==> src/rtl/fetch_unit_pkg.sv <==
// fetch_unit_pkg: shared constants and buffer entry type for the instruction fetch stage.
package fetch_unit_pkg;

    localparam logic [31:0] RESET_PC_VAL = 32'h0000_0000;
    localparam logic [31:0] NOP_INSTR    = 32'h0000_0013;

    typedef struct packed {
        logic [31:0] instr;
        logic [31:0] pc;
    } fetch_entry_t;

    function automatic logic [31:0] word_align(input logic [31:0] a);
        return a & ~32'h3;
    endfunction

endpackage

==> src/rtl/fetch_unit_buffer.sv <==
// fetchBuffer: synchronous FIFO of fetched {instr, pc} entries with flush.
module fetchBuffer
    import fetch_unit_pkg::*;
#(
    parameter int DEPTH = 2,
    localparam int AW = $clog2(DEPTH),
    localparam int CW = AW + 1
) (
    input  logic          clk,
    input  logic          rst,
    input  logic          push,
    input  logic          pop,
    input  logic          flush,
    input  fetch_entry_t  wdata,
    output fetch_entry_t  rdata,
    output logic          full,
    output logic          empty,
    output logic [CW-1:0] count
);

    fetch_entry_t mem [DEPTH];
    logic [AW-1:0] wp, rp;
    logic do_push, do_pop;

    assign empty   = count == '0;
    assign full    = count == CW'(DEPTH);
    assign rdata   = mem[rp];
    assign do_push = push && !full;
    assign do_pop  = pop && !empty;

    always_ff @(posedge clk) begin
        if (rst || flush) begin
            wp    <= '0;
            rp    <= '0;
            count <= '0;
        end else begin
            wp    <= wp + AW'(do_push);
            rp    <= rp + AW'(do_pop);
            count <= count + CW'(do_push) - CW'(do_pop);
        end
    end

    always_ff @(posedge clk) begin
        if (do_push && !rst && !flush) mem[wp] <= wdata;
    end

endmodule

==> src/rtl/fetch_unit.sv <==
// fetch_unit: PC, credit-limited imem requests and redirect discard tracking feeding decode.
// Optional FETCH_PERF_CNT_EN adds fetch_count / stall_count outputs.
module fetch_unit
    import fetch_unit_pkg::*;
#(
    parameter logic [31:0] RESET_PC = RESET_PC_VAL,
    parameter int          DEPTH    = 2
) (
    input  logic        clk,
    input  logic        reset,
    output logic        imem_req,
    output logic [31:0] imem_addr,
    input  logic        imem_gnt,
    input  logic        imem_rvalid,
    input  logic [31:0] imem_rdata,
    input  logic        PCSrc,
    input  logic [31:0] PCTarget,
    output logic        inst_valid,
    input  logic        inst_ready,
    output logic [31:0] Instr,
    output logic [31:0] PC,
    output logic [31:0] PCPlus4
`ifdef FETCH_PERF_CNT_EN
    ,
    output logic [31:0] fetch_count,
    output logic [31:0] stall_count
`endif
);

    localparam int AW = $clog2(DEPTH);
    localparam int CW = AW + 1;

    logic [31:0]   pc_f, instr_q, pc_q, pcp4_q;
    logic [31:0]   aq [DEPTH];
    logic [AW-1:0] aq_wp, aq_rp;
    logic [CW-1:0] outstanding, discard, occupancy, in_flight;
    logic          grant, push, pop, buf_full, buf_empty;
    fetch_entry_t  head, wentry;

    assign in_flight  = outstanding + CW'(grant) - CW'(imem_rvalid);
    assign imem_addr  = pc_f;
    assign imem_req   = !reset && !PCSrc && (outstanding + occupancy < CW'(DEPTH));
    assign grant      = imem_req && imem_gnt;
    assign push       = imem_rvalid && discard == '0 && !PCSrc && !buf_full;
    assign pop        = inst_valid && inst_ready;
    assign wentry     = '{instr: imem_rdata, pc: aq[aq_rp]};
    assign inst_valid = !buf_empty;
    assign Instr      = buf_empty ? instr_q : head.instr;
    assign PC         = buf_empty ? pc_q : head.pc;
    assign PCPlus4    = buf_empty ? pcp4_q : head.pc + 32'd4;

    fetchBuffer #(.DEPTH(DEPTH)) u_buf (
        .clk   (clk),
        .rst   (reset),
        .push  (push),
        .pop   (pop),
        .flush (PCSrc),
        .wdata (wentry),
        .rdata (head),
        .full  (buf_full),
        .empty (buf_empty),
        .count (occupancy)
    );

    // Addresses of granted requests ride alongside in order, so stale responses still retire theirs.
    always_ff @(posedge clk) begin
        if (reset) begin
            pc_f        <= word_align(RESET_PC);
            outstanding <= '0;
            discard     <= '0;
            aq_wp       <= '0;
            aq_rp       <= '0;
            instr_q     <= '0;
            pc_q        <= '0;
            pcp4_q      <= '0;
        end else begin
            pc_f        <= PCSrc ? word_align(PCTarget) : grant ? pc_f + 32'd4 : pc_f;
            outstanding <= in_flight;
            discard     <= PCSrc ? in_flight : discard - CW'(imem_rvalid && discard != '0);
            aq_wp       <= aq_wp + AW'(grant);
            aq_rp       <= aq_rp + AW'(imem_rvalid);
            if (pop) begin
                instr_q <= head.instr;
                pc_q    <= head.pc;
                pcp4_q  <= head.pc + 32'd4;
            end
            if (PCSrc) instr_q <= NOP_INSTR;
        end
    end

    always_ff @(posedge clk) begin
        if (grant && !reset) aq[aq_wp] <= pc_f;
    end

`ifdef FETCH_PERF_CNT_EN
    always_ff @(posedge clk) begin
        if (reset) begin
            fetch_count <= '0;
            stall_count <= '0;
        end else begin
            fetch_count <= fetch_count + 32'(pop);
            stall_count <= stall_count + 32'(inst_valid && !inst_ready);
        end
    end
`endif

endmodule

==> config.mk <==
export PLATFORM = sky130hd
export DESIGN_NAME = fetch_unit
export DESIGN_NICKNAME = d
export VERILOG_FILES = /design/src/rtl/fetch_unit_pkg.sv /design/src/rtl/fetch_unit_buffer.sv /design/src/rtl/fetch_unit.sv
export SDC_FILE = /design/constraint.sdc
export NUM_CORES = 1
export LEC_CHECK = 0
export ABC_AREA = 1
export BUFFER_PORTS_ARGS = -buffer_cell sky130_fd_sc_hd__buf_2
export CORE_MARGIN = 5
export CORE_UTILIZATION = 40
export CTS_BUF_LIST = sky130_fd_sc_hd__clkbuf_8
export DETAILED_ROUTE_END_ITERATION = 8
export SYNTH_ARGS = -nofsm -noshare
export SYNTH_HDL_FRONTEND = slang
export SYNTH_SLANG_ARGS = --single-unit
==> constraint.sdc <==
create_clock -name clk -period 4.2 [get_ports clk]
set_input_delay 0.21 -clock clk [delete_from_list [all_inputs] [get_ports clk]]
set_output_delay 0.21 -clock clk [all_outputs]
set_load 0.05 [all_outputs]
==> flow_summary.ini <==
[status]
outcome = finished clean

[floorplan]
row_count = 70
die-area_mm2 = 0.0404
io-pin-count = 200
core_mm2 = 0.0363
initial_core_util = 0.401
die_h_um = 201
die_w_um = 201

[setup_path]
cp-start-kind = flip-flop
reg2reg_slack_ns = 1.51
crit_arrival_ns = 3.38
reg2reg_from = u_buf.count[1]$_SDFF_PP0_
critPathKind = reg -> out
worst_ep_required_time_ns = 3.99
reg2reg_depth = 9
critPathCaptureType = output pin
crit_path_max_fanout = 26
r2r-end = u_buf.count[1]$_SDFF_PP0_

[timing]
max_slew_margin = 0.267
clock_skew_ns = 0.0108
min_period_ns = 3.59
timing.final.max_slew_violations = 0
fmax_mhz = 279
tightest_slew_ns = 1.10
finalSetupViolCount = 0
setup_slack_ns = 0.609
final_hold_viol_count = 0
rsz0062_at_grt = false
fin_crit_sh = 0.855

[placement]
place_area_mm2 = 0.0159
hpwl_mm = 26.2
place_ws_ns = 1.20
io_buffers = 191
gp_congestion = 0.929

[synth]
syn_area_mm2 = 0.0146
yosys_warnings = 0
ys_top_cells_by_area = edfxtp_1 (38%), dfxtp_1 (18%), nand2_1 (12%)
synth_common_cells = nand2_1 (459), nor2_1 (196), edfxtp_1 (184)
synthFlopType = edfxtp_1
ys_types = 36
yosysTopAreaCell = edfxtp_1
yosysSeqAreaShare = 0.560
postSynthCellCount = 1665
synth_edf_count = 184
ys_ff_latch = 316
synth.most_common_cell = nand2_1
syn_area_per_cell_um2 = 8.76
synth_top_cell_area_share = 0.379
async_reset_ff_frac = 0

[global_routing]
overflow = 0
grt_max_degree = 122
grt_first_pass_wirelength_mm = 60.5
antenna_found_initial = 0
grt_usage = 0.185
grt_pass1_vias = 11200

[clock_tree]
clock_sinks = 316
cts_tree = yes
path_clk_slew_ns = 0.06
postCtsSetupRepairBufs = 0
cts_inserted_buffers = 53
h-tree-depth = 2
cts_max_path_buffers = 3
clk_latency_ns = 0.61
root_buffer = clkbuf_8

[routing]
routed_wl_mm = 38.4
wl_per_cell_um = 15.8
viasPerCell = 4.89
drt_iter0_markers = 678
vias = 11900
ant_nets = 0
firstDrtPassIters = 5
drc = 0

[hold_path]
whs_path_depth = 3
hold_start = PCSrc
hold_path.class = in -> reg
min_to = imem_addr[18]$_SDFFE_PP0P_

[cells_and_area]
diodes = 0
finalInstanceArea_mm2 = 0.0176
ff_latch_area_mm2 = 0.00817
drive_above_1_share = 0.175
nNetsFinal = 1990
multiInputGateArea_mm2 = 0.00550
syn_to_final_growth_pct = 20.6
n_fill_cell = 3379

[pwr]
internal_power_w = 0.00507
clkPwrFrac = 0.363
vdd_drop_max_uv = 194
p_sw_frac = 0.292
p_leak_nw = 7.28
seq_power_share = 0.485
power_switching_w = 0.00209
power_frac_comb = 0.152
power_density_mw_per_mm2 = 407

[job]
drv_cap = 0
-- power by group through the flow --
stage | combinational (W) | sequential [W] | clock [W]
6_report | 0.00109 | 0.00347 | 0.00260
3_3_place_gp | 0.00104 | 0.00353 | 0
2_1_floorplan | 0.000717 | 0.00358 | 0
3_5_place_dp | 0.00105 | 0.00354 | 0
5_1_grt | 0.00118 | 0.00349 | 0.00285
4_1_cts | 0.00110 | 0.00347 | 0.00269
-- metrics by stage --
stage	util	TNS [ns]	instances	hold slack, ns	power [W]
final	0.484	0	2426	0.190	0.00717
after global routing	0.484	0	2426	0.162	0.00752
after CTS	0.484	0	2426	0.122	0.00726
after detailed placement	0.438	0	2262	0.402	0.00459
after global placement	0.438	0	2262	0.398	0.00457
after floorplan	-	-5.26	1670	0.309	0.00429
-- critical path, stage by stage (launching register included) --
cell	delay [ns]
dfxtp_2	0.32
inv_2	0.33
buf_4	0.36
nand2_1	0.08
nand2_1	0.21
nand2_1	0.13
nor2_1	0.19
nand2_1	0.20
nor2_1	0.26
nand2_1	0.11
a31oi_1	0.26
buf_2	0.32
-- layout make-up --
class                   instances  share of cell area
flip-flops and latches        316               0.464
multi-input cells            1121               0.313
repair buffers                273              0.0999
clock buffers                  57              0.0446
well taps                     468              0.0333
inverters                     148              0.0317
clock inverters                43              0.0134
-- cell families after synthesis --
group | share of synthesized area
and+or+nand+nor | 0.213
AOI/OAI and AO/OA | 0.0978
muxes | 0.0410
xor gates and xnor gates | 0.0156
other | 0.000257
DFF | 0.560
buffers and inverters | 0.0663
adders and majority gates | 0.00600
-- layer usage --
metal,GRT usage,part of all wire
met3,0.0388,0.057
met2,0.301,0.47
met5,0,0
met4,0.0556,0.023
met1,0.252,0.45
-- flip-flops by register name, summed over array words and instances, names as in the netlist --
signal	flops
aq_wp	1
aq	60
u_buf.wp	1
pcp4_q	30
discard	2
instr_q	32
pc_q	30
aq_rp	1
u_buf.rp	1
imem_addr	30
u_buf.count	2
outstanding	2
u_buf.mem	124
-- repair_timing --
action                                 in CTS  in global routing
hold buffers                               64                  0
gates resized for setup                     0                  0
endpoints found under the hold margin     101                  0
-- cell usage in the layout (no fill, tap or decap), types with 2 or more instances in the layout --
cell type	netlist	routed
nor2_1	196	191
a211oi_1	49	49
buf_12	0	2
nor2_2	8	10
o21ai_0	112	112
nand2_2	8	8
clkbuf_8	0	57
inv_2	3	4
a41oi_1	3	3
nand3_1	85	85
inv_1	145	166
edfxtp_1	184	184
o21ai_1	10	10
or2_2	4	4
xor2_1	17	17
nand3b_1	2	2
conb_1	1	6
nor2_4	3	6
mux2i_1	26	26
nor3_1	8	8
nand2_1	459	459
a31oi_1	17	17
bufinv_16	0	2
ha_1	7	7
xnor2_1	9	9
dlygate4sd3_1	0	64
a21oi_1	55	55
nand4_1	2	2
mux2_2	30	30
buf_2	14	191
dfxtp_1	132	131
clkinv_2	0	7
buf_4	14	16
clkinv_1	0	9
-- worst max path at each step --
stage / from / endpoint / slack [ns] / cells after the start
6_report: u_buf.rp$_SDFF_PP0_ / PCPlus4[16] / 0.61 / 11
5_1_grt: u_buf.rp$_SDFF_PP0_ / PCPlus4[24] / 0.28 / 13
4_1_cts: u_buf.rp$_SDFF_PP0_ / PCPlus4[24] / 0.50 / 13
3_5_place_dp: u_buf.rp$_SDFF_PP0_ / PCPlus4[24] / 1.20 / 13
3_3_place_gp: u_buf.rp$_SDFF_PP0_ / PCPlus4[24] / 1.23 / 13
2_1_floorplan: PCSrc / u_buf.mem[0][10]$_DFFE_PP_ / -0.04 / 7
Power figures use the tool's default switching activity.
